**config.mk**
```make
export PLATFORM = sky130hd
export DESIGN_NAME = rgb_pwm_fader
export DESIGN_NICKNAME = d
export VERILOG_FILES = /design/src/rtl/rgb_pwm_fader_pkg.sv /design/src/rtl/rgb_pwm_fader_channel.sv /design/src/rtl/rgb_pwm_fader.sv
export SDC_FILE = /design/constraint.sdc
export NUM_CORES = 1
export LEC_CHECK = 0
export CORE_ASPECT_RATIO = 0.5
export CORE_MARGIN = 2
export CORE_UTILIZATION = 55
export CTS_BUF_LIST = sky130_fd_sc_hd__clkbuf_2 sky130_fd_sc_hd__clkbuf_4 sky130_fd_sc_hd__clkbuf_8
export CTS_CLUSTER_DIAMETER = 120
export DETAILED_ROUTE_END_ITERATION = 10
export GPL_ROUTABILITY_DRIVEN = 0
export PLACE_DENSITY = 0.72
export SLEW_MARGIN = 20
export SYNTH_ARGS = -nofsm -noshare
export SYNTH_HDL_FRONTEND = slang
export SYNTH_SLANG_ARGS = --single-unit
```
**constraint.sdc**
```tcl
create_clock -name clk -period 5.4 [get_ports clk]
set_clock_uncertainty 0.15 [all_clocks]
set_input_delay 0.81 -clock clk [delete_from_list [all_inputs] [get_ports clk]]
set_output_delay 0.81 -clock clk [all_outputs]
set_load 0.01 [all_outputs]
```
**src/rtl/rgb_pwm_fader_pkg.sv**
```systemverilog
// Shared types, default constants and the level-to-duty mapping for the RGB
// PWM fader. Optional gamma mapping is enabled with RGB_PWM_FADER_GAMMA_EN.
package rgb_pwm_pkg;

  // Per-channel fade state
  typedef enum logic [1:0] {
    OFF  = 2'd0,
    RISE = 2'd1,
    ON   = 2'd2,
    FALL = 2'd3
  } fade_state_t;

  // Default PWM / brightness resolution and clocks per one-LSB level step
  localparam int DEFAULT_PWM_BITS  = 8;
  localparam int DEFAULT_FADE_TICK = 3906;

  // Widest PWM resolution the mapping function supports
  localparam int MAX_PWM_BITS = 16;

  // Map a brightness level to a PWM duty value for a resolution of 'bits'.
  // Levels arrive zero-extended to MAX_PWM_BITS; the caller truncates the
  // result back to its own width.
  function automatic logic [MAX_PWM_BITS-1:0] level_to_duty(
    input logic [MAX_PWM_BITS-1:0] level,
    input int unsigned             bits
  );
    logic [MAX_PWM_BITS-1:0] maxLevel;
`ifdef RGB_PWM_FADER_GAMMA_EN
    logic [2*MAX_PWM_BITS-1:0] product;
`endif
    maxLevel = MAX_PWM_BITS'((32'd1 << bits) - 32'd1);
`ifdef RGB_PWM_FADER_GAMMA_EN
    // Square law: the upper half of the double-width product is the duty.
    // Full brightness is pinned to full duty so "on" is truly constant-high.
    product = (2*MAX_PWM_BITS)'(level) * (2*MAX_PWM_BITS)'(level);
    if (level == maxLevel) begin
      return maxLevel;
    end
    return MAX_PWM_BITS'(product >> bits);
`else
    // Linear mapping: duty equals level, no multiplier
    return level & maxLevel;
`endif
  endfunction

endpackage

```
**src/rtl/rgb_pwm_fader_channel.sv**
```systemverilog
// One colour channel of the RGB PWM fader: fade FSM, brightness level,
// period-aligned duty register and registered PWM output.
// Duty mapping follows RGB_PWM_FADER_GAMMA_EN through the package function.
module pwm_channel
  import rgb_pwm_pkg::*;
#(
  parameter int PWM_BITS = DEFAULT_PWM_BITS
) (
  input  logic                clk_i,
  input  logic                rst_i,
  input  logic                tick_i,
  input  logic                periodEnd_i,
  input  logic [PWM_BITS-1:0] pwmCnt_i,
  input  logic                target_i,
  output logic                pwm_o,
  output logic                atTarget_o
);

  localparam logic [PWM_BITS-1:0] LEVEL_MAX = '1;

  fade_state_t         state_q, state_d;
  logic [PWM_BITS-1:0] level_q, level_d;
  logic [PWM_BITS-1:0] duty_q, duty_d;
  logic                pwm_q, pwm_d;

  // State, level, duty and output registers with synchronous reset
  always_ff @(posedge clk_i) begin
    if (rst_i) begin
      state_q <= OFF;
      level_q <= '0;
      duty_q  <= '0;
      pwm_q   <= 1'b0;
    end else begin
      state_q <= state_d;
      level_q <= level_d;
      duty_q  <= duty_d;
      pwm_q   <= pwm_d;
    end
  end

  // Fade FSM: while ramping, the current target picks the step direction, so
  // a reversal on a tick cycle already steps the new way without a jump
  always_comb begin
    state_d = state_q;
    level_d = level_q;
    case (state_q)
      OFF: begin
        level_d = '0;
        if (target_i) begin
          state_d = RISE;
        end
      end
      ON: begin
        level_d = LEVEL_MAX;
        if (!target_i) begin
          state_d = FALL;
        end
      end
      RISE, FALL: begin
        if (tick_i) begin
          if (target_i) begin
            if (level_q != LEVEL_MAX) begin
              level_d = level_q + 1'b1;
            end
          end else if (level_q != '0) begin
            level_d = level_q - 1'b1;
          end
        end
        if (target_i) begin
          state_d = (level_d == LEVEL_MAX) ? ON : RISE;
        end else begin
          state_d = (level_d == '0) ? OFF : FALL;
        end
      end
      default: begin
        state_d = OFF;
        level_d = '0;
      end
    endcase
  end

  // Duty only reloads at the end of a PWM period so a period is never split
  always_comb begin
    duty_d = duty_q;
    if (periodEnd_i) begin
      duty_d = PWM_BITS'(level_to_duty(MAX_PWM_BITS'(level_q), PWM_BITS));
    end
  end

  // Output compare; full duty is forced constant-high across the wrap cycle
  always_comb begin
    pwm_d = (duty_q == LEVEL_MAX) || (pwmCnt_i < duty_q);
  end

  // Channel is at rest only when idle in OFF/ON and the level matches target
  always_comb begin
    atTarget_o = 1'b0;
    if ((state_q == OFF) && (level_q == '0) && !target_i) begin
      atTarget_o = 1'b1;
    end
    if ((state_q == ON) && (level_q == LEVEL_MAX) && target_i) begin
      atTarget_o = 1'b1;
    end
  end

  assign pwm_o = pwm_q;

endmodule

```
**src/rtl/rgb_pwm_fader.sv**
```systemverilog
// RGB PWM fader top: registers the on/off colour targets, generates the fade
// tick and the shared PWM counter, runs three fading channels and reports
// when all channels have settled. Gamma duty mapping: RGB_PWM_FADER_GAMMA_EN.
module rgb_pwm_fader
  import rgb_pwm_pkg::*;
#(
  parameter int PWM_BITS  = DEFAULT_PWM_BITS,
  parameter int FADE_TICK = DEFAULT_FADE_TICK
) (
  input  logic clk,
  input  logic rst,
  input  logic red_in,
  input  logic green_in,
  input  logic blue_in,
  output logic red_pwm,
  output logic green_pwm,
  output logic blue_pwm,
  output logic settled
);

  localparam int                  TICK_W    = (FADE_TICK > 1) ? $clog2(FADE_TICK) : 1;
  localparam logic [TICK_W-1:0]   TICK_LAST = TICK_W'(FADE_TICK - 1);
  localparam logic [PWM_BITS-1:0] PWM_LAST  = '1;

  // Target bits: [0] red, [1] green, [2] blue; 1 means full brightness
  logic [2:0]          target_q, target_d;
  logic [TICK_W-1:0]   tickCnt_q, tickCnt_d;
  logic [PWM_BITS-1:0] pwmCnt_q, pwmCnt_d;
  logic                settled_q, settled_d;
  logic                tick;
  logic                periodEnd;
  logic [2:0]          atTarget;

  // Shared counters, captured targets and the settled flag
  always_ff @(posedge clk) begin
    if (rst) begin
      target_q  <= '0;
      tickCnt_q <= '0;
      pwmCnt_q  <= '0;
      settled_q <= 1'b1;
    end else begin
      target_q  <= target_d;
      tickCnt_q <= tickCnt_d;
      pwmCnt_q  <= pwmCnt_d;
      settled_q <= settled_d;
    end
  end

  // Next-state for the counters, target capture and settled detection
  always_comb begin
    tick      = (tickCnt_q == TICK_LAST);
    periodEnd = (pwmCnt_q == PWM_LAST);
    tickCnt_d = tick ? '0 : tickCnt_q + TICK_W'(1);
    pwmCnt_d  = pwmCnt_q + PWM_BITS'(1);
    target_d  = {blue_in, green_in, red_in};
    settled_d = &atTarget;
  end

  pwm_channel #(
    .PWM_BITS(PWM_BITS)
  ) u_red (
    .clk_i      (clk),
    .rst_i      (rst),
    .tick_i     (tick),
    .periodEnd_i(periodEnd),
    .pwmCnt_i   (pwmCnt_q),
    .target_i   (target_q[0]),
    .pwm_o      (red_pwm),
    .atTarget_o (atTarget[0])
  );

  pwm_channel #(
    .PWM_BITS(PWM_BITS)
  ) u_green (
    .clk_i      (clk),
    .rst_i      (rst),
    .tick_i     (tick),
    .periodEnd_i(periodEnd),
    .pwmCnt_i   (pwmCnt_q),
    .target_i   (target_q[1]),
    .pwm_o      (green_pwm),
    .atTarget_o (atTarget[1])
  );

  pwm_channel #(
    .PWM_BITS(PWM_BITS)
  ) u_blue (
    .clk_i      (clk),
    .rst_i      (rst),
    .tick_i     (tick),
    .periodEnd_i(periodEnd),
    .pwmCnt_i   (pwmCnt_q),
    .target_i   (target_q[2]),
    .pwm_o      (blue_pwm),
    .atTarget_o (atTarget[2])
  );

  assign settled = settled_q;

endmodule

```
Word-level counts from Yosys, hierarchy flattened
Index checks and enable logic that the tools add are counted.
- flip-flop bits (word level): 81
- bits of input ports: 5
- output and inout bits: 4
- $add $sub $neg: 8
- $lt $le $gt $ge: 3
- equal/unequal tests: 29
- mux-type cells: 42
- reduce and logical (&&, ||, !) cells: 38
- operators by type and width (kind ; number):
    $mux 8 ; 15
    $eq 8x8->1 const B ; 10
    $pmux 8 s3 ; 3
    $logic_not 8->1 ; 6
    $add 8x1->8 const B ; 4
    $mux 2 ; 15
    $lt 8x8->1 ; 3
    $ne 8x8->1 const B ; 3
    $reduce_bool 8->1 ; 3
    $sub 8x1->8 const B ; 3
    $pmux 2 s3 ; 3
    $add 12x1->12 const B ; 1
    $eq 12x12->1 const B ; 1
    $eq 2x2->1 const B ; 6
    $logic_and 1x1->1 ; 12
    $ne 2x2->1 const B ; 6
    $reduce_or 2->1 ; 4
    $eq 2x1->1 const B ; 3
    $logic_not 2->1 ; 3
    $mux 1 ; 6
    $reduce_and 2->1 ; 3
    $logic_not 1->1 ; 3
    $logic_or 1x1->1 ; 3
    $reduce_and 3->1 ; 1

Logic depth before layout (Yosys ltp)
Gate-level depths: netlist of run 1.
- depth after elaboration: 9
- gate-level depth with buffers: 12

Modules after synthesis
Synthesis of run 1 repeated with hierarchy kept, for this count alone.
- cells, all modules: 670
- area total of the unflattened synthesis: 5485.3 um2
- by module, submodules not included (module ; times used ; cells an instance ; area each (um2) ; seq. area each (um2)):
    pwm_channel ; 3 ; 186 ; 1480.2 ; 380.4
    rgb_pwm_fader ; 1 ; 112 ; 1044.8 ; 480.5

Worst setup path before layout of run 1
OpenSTA, ideal clock, no wires.
- path type: register to register
- start point: reg u_red.level_q[0]
- end point: reg with a tool-made name
- setup time: 132 ps
- arrival: 2359 ps
- slack: 2759 ps
- cell stages (with the launch flop): 12
- path buffers: 1
- period minus slack after synthesis: 2641 ps
- cells stage by stage: dfxtp_1 clkbuf_1 inv_1 ha_1 nor3b_1 a21oi_1 a221o_1 a22oi_2 and4_1 nand4b_1 a31oi_1 a21oi_1
- RTL lines (element ; RTL line ; RTL):
    from (decl) ; rgb_pwm_fader_channel.sv:22 ; logic [PWM_BITS-1:0] level_q, level_d;
    from (signal assigned) ; rgb_pwm_fader_channel.sv:35 ; level_q <= level_d;

==> results of run 1 <==
state kept, by name (all words and copies together), names as in the netlist, named ones only:
signal	count
u_green.state_q	1
u_blue.state_q	1
u_green.pwm_o	1
u_red.level_q	8
u_red.state_q	1
u_red.pwm_o	1
u_green.duty_q	8
settled	1
u_red.duty_q	8
u_blue.duty_q	8
target_q	3
u_blue.level_q	8
u_blue.pwm_o	1
tickCnt_q	12
pwmCnt_q	8
u_green.level_q	8
through the flow:
step	instances	total power (W)	setup WS [ps]
2_1_floorplan	656	0.00111	2760
3_3_place_gp	741	0.00121	2490
3_5_place_dp	741	0.00122	2450
4_1_cts	757	0.00179	2400
5_1_grt	757	0.00188	2170
6_report	757	0.00179	2350
final timing paths:
| kind | endpoint | from |
|---|---|---|
| worst max register to register | flip-flop | tickCnt_q[2] |
| worst min register to register | u_green.duty_q[6] | u_green.duty_q[6] |
| worst max-delay path | flip-flop | tickCnt_q[2] |
| worst min-delay path | u_green.duty_q[6] | u_green.duty_q[6] |
area by class of cell:
cell class,count,share of cell area
clock buffers,12,0.0304
well taps,117,0.0269
flip-flops and latches,81,0.298
repair buffers,11,0.0180
clock inverters,4,0.0180
inverters,37,0.0256
multi-input cells,495,0.583
cell families after synthesis:
| group | Yosys count | share of synthesized area |
|---|---|---|
| simple gates | 249 | 0.258 |
| compound gates | 191 | 0.243 |
| flops | 81 | 0.318 |
| buf+inv | 80 | 0.0614 |
| fa+ha+maj | 33 | 0.0810 |
| xor+xnor | 20 | 0.0344 |
| mux | 2 | 0.00417 |
cells in the final DEF, fill, tap and decap left out, types with 4 or more instances in the layout:
cell type | Yosys | layout
sky130_fd_sc_hd__ha_1 | 33 | 33
sky130_fd_sc_hd__xor2_1 | 14 | 14
sky130_fd_sc_hd__nor2b_1 | 7 | 7
sky130_fd_sc_hd__a221o_1 | 4 | 4
sky130_fd_sc_hd__a21oi_1 | 75 | 75
sky130_fd_sc_hd__a22oi_1 | 5 | 5
sky130_fd_sc_hd__o211ai_1 | 4 | 4
sky130_fd_sc_hd__o21bai_1 | 6 | 6
sky130_fd_sc_hd__o21a_1 | 4 | 4
sky130_fd_sc_hd__o21ai_0 | 24 | 24
sky130_fd_sc_hd__nand4b_1 | 7 | 7
sky130_fd_sc_hd__nor3_1 | 18 | 17
sky130_fd_sc_hd__nor4_1 | 5 | 5
sky130_fd_sc_hd__dfxtp_1 | 81 | 81
sky130_fd_sc_hd__inv_1 | 36 | 36
sky130_fd_sc_hd__o22ai_1 | 11 | 11
sky130_fd_sc_hd__nand3_1 | 26 | 26
sky130_fd_sc_hd__a211oi_1 | 5 | 5
sky130_fd_sc_hd__nor3b_1 | 6 | 6
sky130_fd_sc_hd__nand4_1 | 16 | 16
sky130_fd_sc_hd__clkdlybuf4s50_1 | 0 | 7
sky130_fd_sc_hd__a21o_1 | 19 | 19
sky130_fd_sc_hd__nand2b_1 | 7 | 7
sky130_fd_sc_hd__and3_1 | 11 | 11
sky130_fd_sc_hd__nand2_1 | 76 | 76
sky130_fd_sc_hd__clkbuf_8 | 0 | 12
sky130_fd_sc_hd__or4_1 | 6 | 6
sky130_fd_sc_hd__or3_1 | 12 | 12
sky130_fd_sc_hd__xnor2_1 | 6 | 6
sky130_fd_sc_hd__nor2_1 | 35 | 35
sky130_fd_sc_hd__a31oi_1 | 7 | 7
routing by layer:
layer  vias to the layer above  part of all wire  GRT usage  wire length, µm
met5                         -                 0          0                0
met2                       142              0.43      0.391             5180
met3                        23             0.059     0.0528              707
li1                       2340                 -          -                -
met1                      2220              0.49      0.349             5870
met4                         0             0.015     0.0752              185
power groups by stage:
stage / logic [W] / clock network (W) / registers [W]
after floorplan: 0.000420 / 0 / 0.000688
after global placement: 0.000449 / 0 / 0.000765
after detailed placement: 0.000450 / 0 / 0.000766
after CTS: 0.000454 / 0.000580 / 0.000752
after global routing: 0.000514 / 0.000602 / 0.000768
final: 0.000463 / 0.000567 / 0.000756
critical path, delay by kind of cell, from the launching register on:
kind               cells  cell delay [ps]
AOI/OAI and AO/OA      4              960
DFF                    1              350
and+or+nand+nor        4             1420
==> summary.md, run 1 <==
* outcome: finished clean
* CTS clock-pin slew for the worst setup and hold paths: 80 ps
* count of H-tree levels built during CTS: 3
* net count of the mapped netlist: 694
* biggest area contributors in the synthesized netlist: sky130_fd_sc_hd__dfxtp_1 32%, sky130_fd_sc_hd__ha_1 8.1%, sky130_fd_sc_hd__a21oi_1 7.4%
* count of nets left with antenna violations after detail routing: 0
* top-level port count: 9
* horizontal extent of the die: 140 µm
* category of the most critical setup path: flip-flop to flip-flop
* slew at the pin closest to its max-slew limit: 695 ps
* mean post-synth cell area: 7.77 µm²
* maximum clock rate: 328 MHz
* Sw Ratio: 0.333
* root buffer selected by CTS: sky130_fd_sc_hd__clkbuf_8
* All-Layer GR Usage: 0.249
* vias in the first global route: 4275
* R2R Setup Slk: 2350 ps
* number of DRC violations after detailed routing: 0
* time the final worst path needs with I/O delays and setup: 3050 ps
* wire per inst: 15.8 µm
* WP data required: 5470 ps
* aggregate negative setup slack: 0 ps
* number of DRC violations after detailed-routing iteration 0: 314
* share of flip-flops with an asynchronous set or reset: 0
* critical path cell sequence: or4_1 -> or3_4 -> a2111oi_0 -> a311o_1 -> and4_1 -> nand4b_1 -> a31oi_1 -> a21oi_1
* category of the worst setup path capture point: flip-flop
* fraction of layout instances using a drive strength above 1: 0.0563
* maximum ir drop on the vdd rail: 139 µV
* area leader, netlist: sky130_fd_sc_hd__dfxtp_1
* kind of launch point of the worst setup path: flip-flop
* share of power burned in registers: 0.423
* count of flip-flops with a built-in enable after synthesis: 0
* total internal power: 0.00119 W
* starting density of the core: 0.575
* pin count of the biggest net entering global routing: 53
* max cap viols: 0
* synthesis warning total: 0
* power density normalized to cell area: 329 nW/µm²
* worst hold path depth: 2
* HPWL after detailed placement: 8.29 mm
* total length of routed wires: 11.9 mm
* hold buffer count at CTS: 0
* first-pass iteration count of the detailed router: 5
* worst-case clock buffer depth: 2
* crit share post-route: 0.564
* final hold violation count: 0
* count of nets after finishing: 673
* post-route design area: 5430 µm²
* final slew viol count: 0
* flip-flop and latch area: 1620 µm²
* clock buffers created by TritonCTS: 9
* Synth Instances: 656
* max_slew headroom: 0.536
* worst hold path type: flip-flop to flip-flop
* commonest cells in the synthesized netlist: 81 x sky130_fd_sc_hd__dfxtp_1, 76 x sky130_fd_sc_hd__nand2_1, 75 x sky130_fd_sc_hd__a21oi_1, 36 x sky130_fd_sc_hd__clkbuf_1, 36 x sky130_fd_sc_hd__inv_1
* number of cells on the worst reg-to-reg path: 8
* clock insertion delay at the later pin of the skew report: 360 ps
* global route total overflow: 0
* leading cell type by number of instances after synthesis: sky130_fd_sc_hd__dfxtp_1
* cell area after placement: 5170 µm²
* Layout Area Growth over Synthesis: 6.63%
* count of input and output buffers: 8
* Cell Rows: 24
* Max stage delay cell, worst path: sky130_fd_sc_hd__or4_1
* maximum fanout along the worst path: 31
* top cell type's share of synthesized area: 0.318
* antenna violations before repair: 0
* number of buffers inserted by post-CTS setup repair: 0
* static leakage power: 1.97 nW
* number of synthesized register bits: 81
* post-CTS sizing: 0
* Filler cells: 794
* DR vias/cell: 6.24
* RSZ-0062 raised after global routing: false
* core outline area: 8860 µm²
* clock power share: 0.318
* Worst path max stage delay: 580 ps
* Worst Hold Margin: 308 ps
* full die area: 10100 µm²
* Die Y: 72.1 µm
* total vias in the final route: 4725
* total area of multi-input combinational cells: 3170 µm²
* synth unique cells: 67
* post-synthesis cell area: 5090 µm²
* first-pass GRT wire length: 20.6 mm
* worst endpoint data arrival time: 3120 ps
* net switching component of the power: 0.000594 W
* most used flip-flop cell after synthesis: sky130_fd_sc_hd__dfxtp_1
* final setup violation count: 0
* final design utilization: 0.613
* combinational fraction of design power: 0.259
* portion of the post-synthesis area used by sequential elements: 0.318
* number of diodes added for antenna fixing: 0
* number of sinks driven by the clock tree: 81
* TritonCTS clock tree: built
Power figures use the tool's default switching activity.
==> run 2: changes to the inputs <==
- clock period: 5.4 -> 3.1 ns (I/O delays scaled with it)
==> run 2 against run 1 <==
  * Die area unchanged
  * Cell area increased by 2.2%
  * Routed wire length grew 1.0%
  * Sequential share of layout area fell by 0.63 points
  * Core utilization is 1.3 points higher
  * Total power increased by 68%
  * Clock-buffer cell count is 1 lower
  * Sequential power up 72%
  * Setup slack lost 2300 ps
  * Critical path type unchanged
  * Non-clock buffer count grew 19
  * Sequential cell count stayed put
==> summary.md, run 2 (synthesis results as in run 1) <==
* post-placement worst setup slack: 154 ps
* number of diodes added for antenna fixing: 0
* top-level port count: 9
* number of DRC violations after detailed routing: 0
* combinational fraction of design power: 0.299
* aggregate negative setup slack: 0 ps
* fraction of layout instances using a drive strength above 1: 0.0924
* number of sinks driven by the clock tree: 81
* WP data required: 3160 ps
* static leakage power: 2.04 nW
* total internal power: 0.00193 W
* Worst path max stage delay: 590 ps
* DR vias/cell: 6.21
* worst hold path type: flip-flop to flip-flop
* critical path cell sequence: or4_4 -> or3_4 -> buf_4 -> a221o_1 -> a22oi_2 -> and2_1 -> nand4_1 -> a31oi_1 -> a21oi_1
* worst-case clock buffer depth: 2
* TritonCTS clock tree: built
* wire per inst: 15.5 µm
* first-pass GRT wire length: 20.0 mm
* clock power share: 0.266
* global route total overflow: 0
* kind of launch point of the worst setup path: flip-flop
* clock insertion delay at the later pin of the skew report: 370 ps
* RSZ-0062 raised after global routing: false
* count of H-tree levels built during CTS: 3
* clock buffers created by TritonCTS: 9
* total vias in the final route: 4825
* max_slew headroom: 0.368
* first-pass iteration count of the detailed router: 5
* worst endpoint data arrival time: 3060 ps
* outcome: finished clean
* final slew viol count: 0
* vias in the first global route: 4239
* number of flip-flops under the largest register name: 12
* Cell Rows: 24
* horizontal extent of the die: 140 µm
* CTS clock-pin slew for the worst setup and hold paths: 80 ps
* net switching component of the power: 0.00106 W
* power density normalized to cell area: 540 nW/µm²
* slew at the pin closest to its max-slew limit: 948 ps
* Sw Ratio: 0.355
* All-Layer GR Usage: 0.245
* count of nets left with antenna violations after detail routing: 0
* commonest cells after routing, fill and taps aside: 81 x sky130_fd_sc_hd__dfxtp_1, 76 x sky130_fd_sc_hd__nand2_1, 75 x sky130_fd_sc_hd__a21oi_1, 36 x sky130_fd_sc_hd__inv_1, 35 x sky130_fd_sc_hd__nor2_1
* total length of routed wires: 12.1 mm
* count of nets after finishing: 693
* share of power burned in registers: 0.434
* max cap viols: 0
* number of DRC violations after detailed-routing iteration 0: 361
* maximum ir drop on the vdd rail: 204 µV
* worst hold path depth: 2
* count of input and output buffers: 8
* pin count of the biggest net entering global routing: 53
* final hold violation count: 0
* Die Y: 72.1 µm
* HPWL after detailed placement: 8.27 mm
* maximum clock rate: 333 MHz
* crit share post-route: 0.968
* final design utilization: 0.627
* Layout Area Growth over Synthesis: 8.94%
* antenna violations before repair: 0
* core outline area: 8860 µm²
* starting density of the core: 0.575
* hold buffer count at CTS: 0
* category of the most critical setup path: flip-flop to flip-flop
* number of cells on the worst reg-to-reg path: 9
* time the final worst path needs with I/O delays and setup: 3000 ps
* category of the worst setup path capture point: flip-flop
* Biggest register: tickCnt_q
* Max stage delay cell, worst path: sky130_fd_sc_hd__or4_4
* final setup violation count: 0
* full die area: 10100 µm²
* Worst Setup Slack, final: 101 ps
* most frequent standard cell in the layout excluding fill and tap cells: sky130_fd_sc_hd__dfxtp_1
* root buffer selected by CTS: sky130_fd_sc_hd__clkbuf_8
* maximum fanout along the worst path: 10
## run 2: repair_timing
item,in CTS,in global routing
setup buffers,0,1
gates resized for setup,0,5
hold endpoints to repair,0,0
endpoints found under the setup margin,0,4
## run 2: routing by layer
metal	wire length, µm	global-route usage	vias up	part of all wire
met4	148	0.0887	0	0.012
li1	-	-	2382	-
met3	907	0.0607	17	0.075
met1	5890	0.338	2232	0.49
met5	0	0	-	0
met2	5120	0.377	194	0.42
## run 2: layout make-up
class	count	area (µm²)
tap	117	146
clock buffer	11	145
fill	785	3310
sequential	81	1620
timing repair buffer	30	240
clock inverter	5	55.1
inverter	37	139
multi-input combinational	496	3200
## run 2: stage by stage
stage,area (µm²),instances,hold slack (ps),total power (W)
after detailed placement,5310,759,304,0.00218
after CTS,5510,775,317,0.00298
after floorplan,5090,656,286,0.00193
after global routing,5550,777,338,0.00317
final,5550,777,316,0.00300
after global placement,5310,759,297,0.00217
## run 2: worst max-delay path: cells and delay by family, from the launching register on
family | cells | cell delay [ps]
buffers and inverters | 1 | 170
and+or+nand+nor | 4 | 1350
AOI/OAI and AO/OA | 4 | 820
DFF | 1 | 360
## run 2: path summary, 6_finish.rpt
kind | startpoint | endpoint | slack [ps]
setup reg to reg | tickCnt_q[2] | flip-flop | 100
hold / removal | u_green.duty_q[6] | u_green.duty_q[6] | 320
setup / recovery | tickCnt_q[2] | flip-flop | 100
hold reg to reg | u_green.duty_q[6] | u_green.duty_q[6] | 320
## run 2: power by group through the flow
stage	Sequential (W)	Clock, W	Combinational (W)
2_1_floorplan	0.00120	0	0.000732
3_3_place_gp	0.00132	0	0.000857
3_5_place_dp	0.00132	0	0.000864
4_1_cts	0.00129	0.000811	0.000871
5_1_grt	0.00132	0.000853	0.000993
6_report	0.00130	0.000797	0.000897
==> run 3: changes to the inputs <==
- DONT_BUFFER_PORTS: unset -> 1
- GPL_TIMING_DRIVEN: unset -> 0
- PLACE_DENSITY: 0.72 -> 0.7
==> run 3 against run 2 <==
  * Sequential cell count did not move
  * Largest cell class unchanged
  * Combinational power rose by 10%
  * Maximum frequency rose by 1.1%
  * Largest power group unchanged
  * Critical path type unchanged
==> summary.md, run 3 (synthesis results as in run 1) <==
* HPWL after detailed placement: 9.66 mm
* slew at the pin closest to its max-slew limit: 718 ps
* All-Layer GR Usage: 0.273
* count of H-tree levels built during CTS: 3
* maximum ir drop on the vdd rail: 278 µV
* fraction of layout instances using a drive strength above 1: 0.0728
* maximum fanout along the worst path: 10
* total length of routed wires: 13.4 mm
* final setup violation count: 0
* Layout Area Growth over Synthesis: 8.45%
* worst hold path depth: 1
* final slew viol count: 0
* commonest cells after routing, fill and taps aside: 81 x sky130_fd_sc_hd__dfxtp_1, 76 x sky130_fd_sc_hd__nand2_1, 74 x sky130_fd_sc_hd__a21oi_1, 36 x sky130_fd_sc_hd__inv_1, 35 x sky130_fd_sc_hd__nor2_1
* startpoint of the most critical hold path: blue_in
* number of sinks driven by the clock tree: 81
* root buffer selected by CTS: sky130_fd_sc_hd__clkbuf_8
* top-level port count: 9
* critical path cell sequence: or4_4 -> or3_4 -> buf_6 -> a2111oi_0 -> a311o_1 -> and4_1 -> nand4b_1 -> a31oi_1 -> a21oi_1
* Die Y: 72.1 µm
* start of the worst register-to-register path: tickCnt_q[2]
* total vias in the final route: 4936
* vias in the first global route: 4536
* pin count of the biggest net entering global routing: 15
* count of nets after finishing: 706
* number of flip-flops under the largest register name: 12
* starting density of the core: 0.575
* full die area: 10100 µm²
* max cap viols: 0
* final hold violation count: 0
* CTS clock-pin slew for the worst setup and hold paths: 90 ps
* first-pass GRT wire length: 22.2 mm
* count of nets left with antenna violations after detail routing: 0
* worst-case clock buffer depth: 2
* static leakage power: 2.00 nW
* Worst Setup Slack, final: 134 ps
* hold buffer count at CTS: 0
* sink of the worst hold path: target_q[2]
* Worst path max stage delay: 570 ps
* post-placement worst setup slack: -120 ps
* horizontal extent of the die: 140 µm
* total power after layout: 0.00305 W
* RSZ-0062 raised after global routing: false
* buffers plus inverters on the worst setup path: 1
* TritonCTS clock tree: built
* core outline area: 8860 µm²
* most frequent standard cell in the layout excluding fill and tap cells: sky130_fd_sc_hd__dfxtp_1
* category of the most critical setup path: flip-flop to flip-flop
* cell type group with the largest total delay on the critical path: simple AND/OR/NAND/NOR gates
* worst endpoint data arrival time: 3040 ps
* category of the worst setup path capture point: flip-flop
* number of cells on the worst reg-to-reg path: 9
* global route total overflow: 0
* number of DRC violations after detailed routing: 0
* DR vias/cell: 6.25
* crit share post-route: 0.957
* Cell Rows: 24
* wire per inst: 16.9 µm
* clock insertion delay at the later pin of the skew report: 370 ps
* worst hold path type: primary input to flip-flop
* R2R Setup Slk: 130 ps
* Biggest register: tickCnt_q
* count of input and output buffers: 0
* outcome: finished clean
* maximum clock rate: 337 MHz
* power density normalized to cell area: 552 nW/µm²
* first-pass iteration count of the detailed router: 5
* clock buffers created by TritonCTS: 9
* antenna violations before repair: 1
* number of diodes added for antenna fixing: 0
* max_slew headroom: 0.521
* time the final worst path needs with I/O delays and setup: 2970 ps
* number of DRC violations after detailed-routing iteration 0: 404
* kind of launch point of the worst setup path: flip-flop
* Max stage delay cell, worst path: sky130_fd_sc_hd__or4_4
* WP data required: 3180 ps
==> run 3: changes by cell type in the layout (fill, tap and decap cells not counted), moves of 2 or more <==
| cell | change |
|---|---|
| sky130_fd_sc_hd__clkinv_4 | +2 |
| sky130_fd_sc_hd__o21ai_0 | -2 |
| sky130_fd_sc_hd__buf_1 | +2 |
| sky130_fd_sc_hd__clkdlybuf4s50_1 | -7 |
| sky130_fd_sc_hd__clkbuf_1 | +33 |
| sky130_fd_sc_hd__buf_4 | -19 |
| sky130_fd_sc_hd__clkbuf_2 | +3 |
==> run 3: what timing repair did <==
| item | 4_1_cts | 5_1_grt |
|---|---|---|
| buffers inserted | 0 | 1 |
| endpoints found under the setup margin | 4 | 6 |
| resized for setup | 2 | 21 |
| pin swaps | 0 | 1 |
==> run 3: power breakdown <==
group          switching (W)  total (W)  internal, W
clock               0.000407   0.000860     0.000453
combinational       0.000602   0.000988     0.000386
sequential         0.0000838    0.00120      0.00112
==> run 3: cell type report <==
class | count | area [µm²]
tap | 117 | 146
clock inverter | 7 | 95.1
clock buffer | 9 | 124
multi-input combinational | 495 | 3210
timing repair buffer | 1 | 7.51
sequential | 81 | 1620
buffer | 43 | 185
inverter | 37 | 139
fill | 821 | 3330
==> run 3: how the worst max path moves through the flow <==
stage	start	endpoint	slack [ps]	cells after the start
after floorplan	u_red.level_q[0]	flip-flop	460	11
after CTS	u_green.level_q[0]	u_green.state_q[0]	30	11
final	tickCnt_q[2]	flip-flop	130	9
after global placement	u_green.level_q[0]	u_green.state_q[0]	-70	11
after detailed placement	u_green.level_q[0]	u_green.state_q[0]	-120	11
after global routing	u_blue.level_q[0]	u_blue.state_q[0]	10	10
==> run 3: worst register-to-register path: stages (launching register included) <==
cell                        delay [ps]
sky130_fd_sc_hd__dfxtp_1           370
sky130_fd_sc_hd__or4_4             570
sky130_fd_sc_hd__or3_4             400
sky130_fd_sc_hd__buf_6             170
sky130_fd_sc_hd__a2111oi_0         290
sky130_fd_sc_hd__a311o_1           280
sky130_fd_sc_hd__and4_1            200
sky130_fd_sc_hd__nand4b_1          140
sky130_fd_sc_hd__a31oi_1           200
sky130_fd_sc_hd__a21oi_1            80
==> run 3: routing by layer <==
| metal | track usage | wire length, µm | up-vias |
|---|---|---|---|
| met1 | 0.385 | 6400 | 2309 |
| met5 | 0 | 0 | - |
| met4 | 0.0763 | 141 | 0 |
| li1 | - | - | 2398 |
| met2 | 0.419 | 5640 | 208 |
| met3 | 0.0693 | 1190 | 21 |
==> run 3: through the flow <==
step           TNS [ps]   util  std cells  area [µm²]  hold slack [ps]
2_1_floorplan         0      -        656        5090              286
3_3_place_gp       -134  0.592        773        5240              295
3_5_place_dp       -325  0.592        773        5240              305
4_1_cts               0  0.617        789        5470             67.8
5_1_grt               0  0.624        790        5530             61.9
6_report              0  0.624        790        5530             70.2
